--- src/rtl/frame_fill.sv ---
// Back-buffer writer: streams pixels linearly into the write-side frame, requests a flip per frame
// and optionally clears the new back buffer. One-cycle write latency; oPixReady low while busy.
module frame_fill #(
  parameter int FRAME_WORDS = 65536,
  parameter int ADR_W       = 16,
  parameter int DATA_W      = 9
) (
  input  logic              iClk,
  input  logic              iRst,
  input  logic              iPixValid,
  input  logic [DATA_W-1:0] iPix,
  output logic              oPixReady,
  input  logic              iClrReq,
  input  logic [DATA_W-1:0] iClrVal,
  input  logic              iFlipGo,
  output logic              oFlip,
  output logic [ADR_W-1:0]  oAdr,
  output logic [DATA_W-1:0] oD,
  output logic              oWrEn,
  output logic [7:0]        oFrameCnt,
  output logic              oBusy
);

  typedef enum logic [1:0] {FILL, DRAIN, FLIP_REQ, CLEAR} state_t;

  localparam logic [ADR_W-1:0] LAST = ADR_W'(FRAME_WORDS - 1);

  state_t            state;
  logic [ADR_W-1:0]  cnt;
  logic              clr_latch;
  logic [DATA_W-1:0] clr_val;
  logic              accept;

  assign accept = iPixValid && oPixReady;
  assign oBusy  = (state != FILL);

  always_ff @(posedge iClk or posedge iRst) begin
    if (iRst) begin
      state     <= FILL;
      cnt       <= '0;
      clr_latch <= 1'b0;
      clr_val   <= '0;
      oPixReady <= 1'b0;
      oFlip     <= 1'b0;
      oAdr      <= '0;
      oD        <= '0;
      oWrEn     <= 1'b0;
      oFrameCnt <= '0;
    end else begin
      // A request in the grant cycle is consumed by the grant below (later assignment wins).
      if (iClrReq) clr_latch <= 1'b1;
      case (state)
        FILL: begin
          oWrEn <= accept;
          if (accept) begin
            oAdr <= cnt;
            oD   <= iPix;
            if (cnt == LAST) begin
              cnt       <= '0;
              state     <= DRAIN;
              oPixReady <= 1'b0;
            end else begin
              cnt <= cnt + 1'b1;
            end
          end else begin
            oPixReady <= 1'b1;
          end
        end
        DRAIN: begin
          oWrEn <= 1'b0;
          oFlip <= 1'b1;
          state <= FLIP_REQ;
        end
        FLIP_REQ: begin
          oWrEn <= 1'b0;
          if (iFlipGo) begin
            oFlip     <= 1'b0;
            oFrameCnt <= oFrameCnt + 8'd1;
            clr_latch <= 1'b0;
            if (clr_latch || iClrReq) begin
              state   <= CLEAR;
              clr_val <= iClrVal;
              oAdr    <= '0;
              oD      <= iClrVal;
              oWrEn   <= 1'b1;
              cnt     <= ADR_W'(1);
            end else begin
              state     <= FILL;
              oPixReady <= 1'b1;
            end
          end
        end
        CLEAR: begin
          // The write to the last address was issued on the previous edge.
          if (oAdr == LAST) begin
            oWrEn     <= 1'b0;
            oPixReady <= 1'b1;
            state     <= FILL;
          end else begin
            oAdr  <= cnt;
            oD    <= clr_val;
            oWrEn <= 1'b1;
            cnt   <= (cnt == LAST) ? '0 : cnt + 1'b1;
          end
        end
        default: state <= FILL;
      endcase
    end
  end

endmodule

--- config.mk ---
export PLATFORM = sky130hd
export DESIGN_NAME = frame_fill
export DESIGN_NICKNAME = d
export VERILOG_FILES = /design/src/rtl/frame_fill.sv
export SDC_FILE = /design/constraint.sdc
export NUM_CORES = 1
export LEC_CHECK = 0
export CAP_MARGIN = 25
export CELL_PAD_IN_SITES_DETAIL_PLACEMENT = 1
export CELL_PAD_IN_SITES_GLOBAL_PLACEMENT = 2
export CORE_MARGIN = 2
export CORE_UTILIZATION = 34
export CTS_CLUSTER_DIAMETER = 150
export DETAILED_ROUTE_END_ITERATION = 6
export PLACE_DENSITY = 0.84
export SLEW_MARGIN = 15
export SYNTH_ARGS = -nofsm -noshare
export SYNTH_HDL_FRONTEND = slang
export SYNTH_SLANG_ARGS = --single-unit
--- constraint.sdc ---
create_clock -name iClk -period 4.3 [get_ports iClk]
set_clock_uncertainty 0.1 [all_clocks]
set_input_delay 0.43 -clock iClk [delete_from_list [all_inputs] [get_ports iClk]]
set_output_delay 0.43 -clock iClk [all_outputs]
set_load 0.01 [all_outputs]
Word level (Yosys, flattened, before mapping)
Index checks and enable logic that the tools add are counted.
- logic and storage cells: 74
- input bits: 23
- flip-flop bits (word level): 64
- add/subtract/negate cells: 2
- reductions and logical operators: 12
- equal/unequal tests: 13
- muxes and demuxes: 37
- operator list (operator ; number):
    16-bit 2-to-1 mux ; 9
    16-bit case mux with 3 select lines ; 2
    9-bit 2-to-1 mux ; 4
    16-bit equality test (second input constant) ; 2
    9-bit case mux with 3 select lines ; 1
    16-bit by 1-bit adder with 16-bit output (second input constant) ; 1
    2-bit inequality test (second input constant) ; 7
    1-bit 2-to-1 mux ; 12
    2-bit 2-to-1 mux ; 5
    5-bit AND reduction ; 2
    8-bit by 1-bit adder with 8-bit output (second input constant) ; 1
    2-bit case mux with 4 select lines ; 1
    2-bit equality test (second input constant) ; 2
    1-bit case mux with 4 select lines ; 1
    2-bit AND reduction ; 2
    4-bit AND reduction ; 1
    2-bit nonzero test ; 2
    3-bit inequality test (second input constant) ; 1
    1-bit case mux with 3 select lines ; 1
    3-bit AND reduction ; 1
    3-bit nonzero test ; 1
    2-bit by 1-bit equality test with 1-bit output (second input constant) ; 1
    2-bit logical NOT ; 1
    1-bit case mux with 2 select lines ; 1
    2 further kinds ; 2

Longest topological paths before layout
- depth after elaboration: 4
- gate-level depth with buffers: 9

Least setup slack after synthesis
No wires, ideal clock.
- path type: reg2reg
- start: reg cnt[0]
- end: reg cnt[14]
- required time: 4.074 ns
- arrival: 1.533 ns
- buffers on the path: 1
- slack: 2.541 ns
- stages on the path, launching flop included: 8
- cells stage by stage: dfrtp_1 > ha_1 > nand4_2 > o41ai_2 > buf_4 > a31oi_1 > o21ai_1 > o31ai_1
- word-level cells in the longest chain between the ends: 4
- RTL lines (item ; line ; RTL):
    from (decl) ; 29 ; logic [ADR_W-1:0] cnt;
    from (signal assigned) ; 63 ; cnt <= cnt + 1'b1;
    from (signal assigned) ; 103 ; cnt <= (cnt == LAST) ? '0 : cnt + 1'b1;
    16-bit by 1-bit adder with 16-bit output or 16-bit equality test (tied branches) ; 63, 103, 58 ;
    16-bit 2-to-1 mux * ; 58, 103 ;
    16-bit 2-to-1 mux (on tied branches) ; 95, 55 ;
    16-bit case mux with 3 select lines * ; 52 ; case (state)
Mark *: on every way between the ends. The rest lies on a longest branch, timed or not. The select of a mux whose other input is x is not followed.
A chain may end at the register's enable or synchronous reset.

Worst setup path in the final report
- start: reg state[1]
- end: reg cnt[5]
- word-level cells in the longest chain between the ends: 3
- RTL lines (item ; line ; RTL):
    from (decl) ; 28 ; state_t state;
    from (signal assigned) ; 39 ; state <= FILL;
    from (signal assigned) ; 60 ; state <= DRAIN;
    from (signal assigned) ; 72 ; state <= FLIP_REQ;
    2-bit equality test or 2-bit logical NOT (tied branches) ; 52 ;
    2-bit inequality test (no source line) or 3-bit nonzero test (tied branches) ; -- ;
    5-bit AND reduction (no source line) ; -- ;
Parallel ways exist; a longest one is shown, timed or not.

==> results.yml <==
job:
  max-cap-violations: 0
critical_path:
  crit_path_top_delay_cell: "dfrtp_1"
  required_ns: 4.43
  cp_cell_sequence: "buf_4 > nand2b_1 > o41ai_2 > nand2b_1 > o41ai_1"
  criticalPathCategory: "reg2reg"
  worstPathArrival_ns: 2.94
  slowest_delay_ns: 0.58
  cp_common_cell: "nand2b_1"
  worst-path-max-fanout: 16
  end_kind: "flip-flop"
  critPathLaunchType: "flip-flop"
timing:
  hold_violations: 0
  finalSetupTns_ns: 0
  max-slew-margin-rel_pct: 35.6
  setup_ws_ns: 1.50
  setup_viol: 0
  fmax_mhz: 357
  min_period_ns: 2.80
  rsz0062_at_grt: "false"
  finalCritPeriodShare_pct: 65.1
  slew_viol_final: 0
  fin_hold_ws_ns: 0.387
  worst_pin_slew_ns: 0.956
die:
  die_area_um2: 9890
  core_area_um2: 8760
  start_util_pct: 35.3
  fp-row-count: 34
  die-width_um: 99.4
  die_h_um: 99.4
  io_pins: 60
logic_synthesis:
  synth_area_um2: 3100
  ys.flop_type: "dfrtp_1"
  synth_seq_cells: 64
  syn_avg_cell_area_um2: 9.71
  netlist_instances: 319
  async_flop_share_pct: 100
  yosysSeqAreaShare_pct: 51.7
  yosysUniqueCellTypes: 41
  yosysWarnings: 0
  synth-edff-count: 0
  syn_nets: 344
clock_network:
  clk_path_buf_depth: 2
  cts_tree: "built"
  clk_latency_ns: 0.35
  cts_sinks: 64
  cts_max_level: 3
  post_cts_buffers: 0
  ctsHoldBuffers: 0
  path_clk_slew_ns: 0.08
  cts_buffers: 9
  postCtsResizedCells: 0
  cts_root_buffer: "clkbuf_8"
grt:
  first_global_vias: 2712
  overflow: 0
  grt_max_degree: 47
  antenna_found_initial: 0
  grt_use_total_pct: 17.6
  grt_pass1_wl_um: 13600
detailed_routing:
  first_pass_iters: 4
  drt_iter0_markers: 117
  route.detailed.drc: 0
  drt-wirelength-per-cell_um: 16.3
  viasPerCell: 5.20
  vias: 2545
  wl_um: 7960
  ant_nets: 0
power_and_ir_drop:
  p_leak_nw: 1.69
  ir_worst_vdd_mv: 0.284
  p_per_area_nw_per_um2: 575
cells_and_area:
  antennaDiodeCount: 0
  nets: 401
  drive_above_1_share_pct: 11.3
  area_growth_pct: 28.6
place:
  gp_congestion: 0.807
  dp_hpwl_um: 5620
  io_buffers: 59
  place_ws_ns: 1.50
worst_hold_path:
  hold_class: "reg2reg"
run_status:
  status: "completed"
[worst max-delay path, delay by kind of cell (launching register included)]
kind	cells	cell delay, ns
AOI/OAI and AO/OA	2	0.70
buffers and inverters	1	0.29
DFF	1	0.58
and+or+nand+nor	2	0.98
[area by class of cell]
| type | instances | area (um2) |
|---|---|---|
| Clock inverter | 7 | 119 |
| Inverter | 9 | 36.3 |
| Tap cell | 108 | 135 |
| Timing Repair Buffer | 64 | 628 |
| Clock buffer | 9 | 124 |
| Multi-Input combinational cell | 228 | 1340 |
| Sequential cell | 64 | 1600 |
| Fill cell | 993 | 4780 |
[worst paths after layout]
| path | slack (ns) | cells after the start | start | endpoint |
|---|---|---|---|---|
| setup reg to reg | 1.50 | 5 | state[1] | cnt[5] |
| hold reg to reg | 0.39 | 1 | oFrameCnt[7] | oFrameCnt[7] |
| max in group asynchronous | 2.76 | 3 | iRst | cnt[9] |
| hold / removal | 0.39 | 1 | oFrameCnt[7] | oFrameCnt[7] |
| min in group asynchronous | 0.50 | 2 | iRst | oPixReady |
| setup / recovery | 1.50 | 5 | state[1] | cnt[5] |
[through the flow]
step / cell area (um2) / total power [mW] / cells / util [%]
after CTS: 3980 / 2.33 / 489 / 45.5
after global placement: 3740 / 1.65 / 473 / 42.7
after global routing: 3980 / 2.45 / 489 / 45.5
final: 3980 / 2.29 / 489 / 45.5
after floorplan: 3100 / 1.30 / 319 / -
after detailed placement: 3740 / 1.67 / 473 / 42.7
[power breakdown]
group | switching [mW] | internal [mW] | total (mW)
logic | 0.268 | 0.368 | 0.635
registers | 0.202 | 0.814 | 1.02
clock network | 0.254 | 0.386 | 0.639
[synthesized netlist by cell type (4+ instances only)]
cell type,count,area share (%)
o31ai_1,8,1.9
nand2b_1,5,1.0
nand4_1,7,1.4
o21ai_0,37,6.0
nor2_1,15,1.8
a31oi_1,4,0.81
nand3_1,11,1.8
xnor2_1,4,1.1
clkbuf_1,5,0.61
mux2i_1,12,3.9
dfrtp_1,64,52
a21oi_1,5,0.81
o21ai_1,12,1.9
buf_2,4,0.65
buf_6,5,1.8
nor4_1,4,0.81
inv_1,8,0.97
nand2_1,65,7.9
mux2_2,9,3.3
[logic make-up (layout without fill, tap and decap cells)]
group | count (synthesis) | in the layout | share of synthesized area (%)
and+or+nand+nor | 122 | 122 | 18.7
adders and majority gates | 2 | 2 | 0.808
buffers and inverters | 27 | 89 | 5.05
xor gates and xnor gates | 7 | 7 | 1.98
muxes | 21 | 21 | 7.15
DFF | 64 | 64 | 51.7
AOI/OAI and AO/OA | 76 | 76 | 14.5
[metal layers]
metal / share of wire (%) / GRT usage, %
met1: 47 / 24.3
met2: 48 / 27.0
met3: 3.7 / 4.50
met4: 1.2 / 5.90
met5: 0 / 0
[registers in the layout, indices dropped and copies added (netlist names)]
name and flops:
cnt 16, oAdr 16, oWrEn 1, state 2
oFrameCnt 8, oD 9, clr_latch 1, oPixReady 1
clr_val 9, oFlip 1
[cells in the final DEF, fill, tap and decap left out, drive strengths merged]
cell type	instances
mux2	9
a21o	1
a31oi	4
and2	3
o21ai	51
nand2	65
nor3	2
xnor2	4
nor4	6
and3	1
nand3b	1
clkinvlp	2
o211ai	1
buf	5
xor2	3
inv	10
nand2b	5
dfrtp	64
o41ai	4
o21a	1
a21boi	1
bufinv	3
clkbuf	9
a21oi	5
ha	2
nand4	9
clkinv	1
o31ai	8
mux2i	12
and4	1
nor2b	2
clkdlybuf4s50	59
nand3	11
nor2	16
Power figures use the tool's default switching activity.
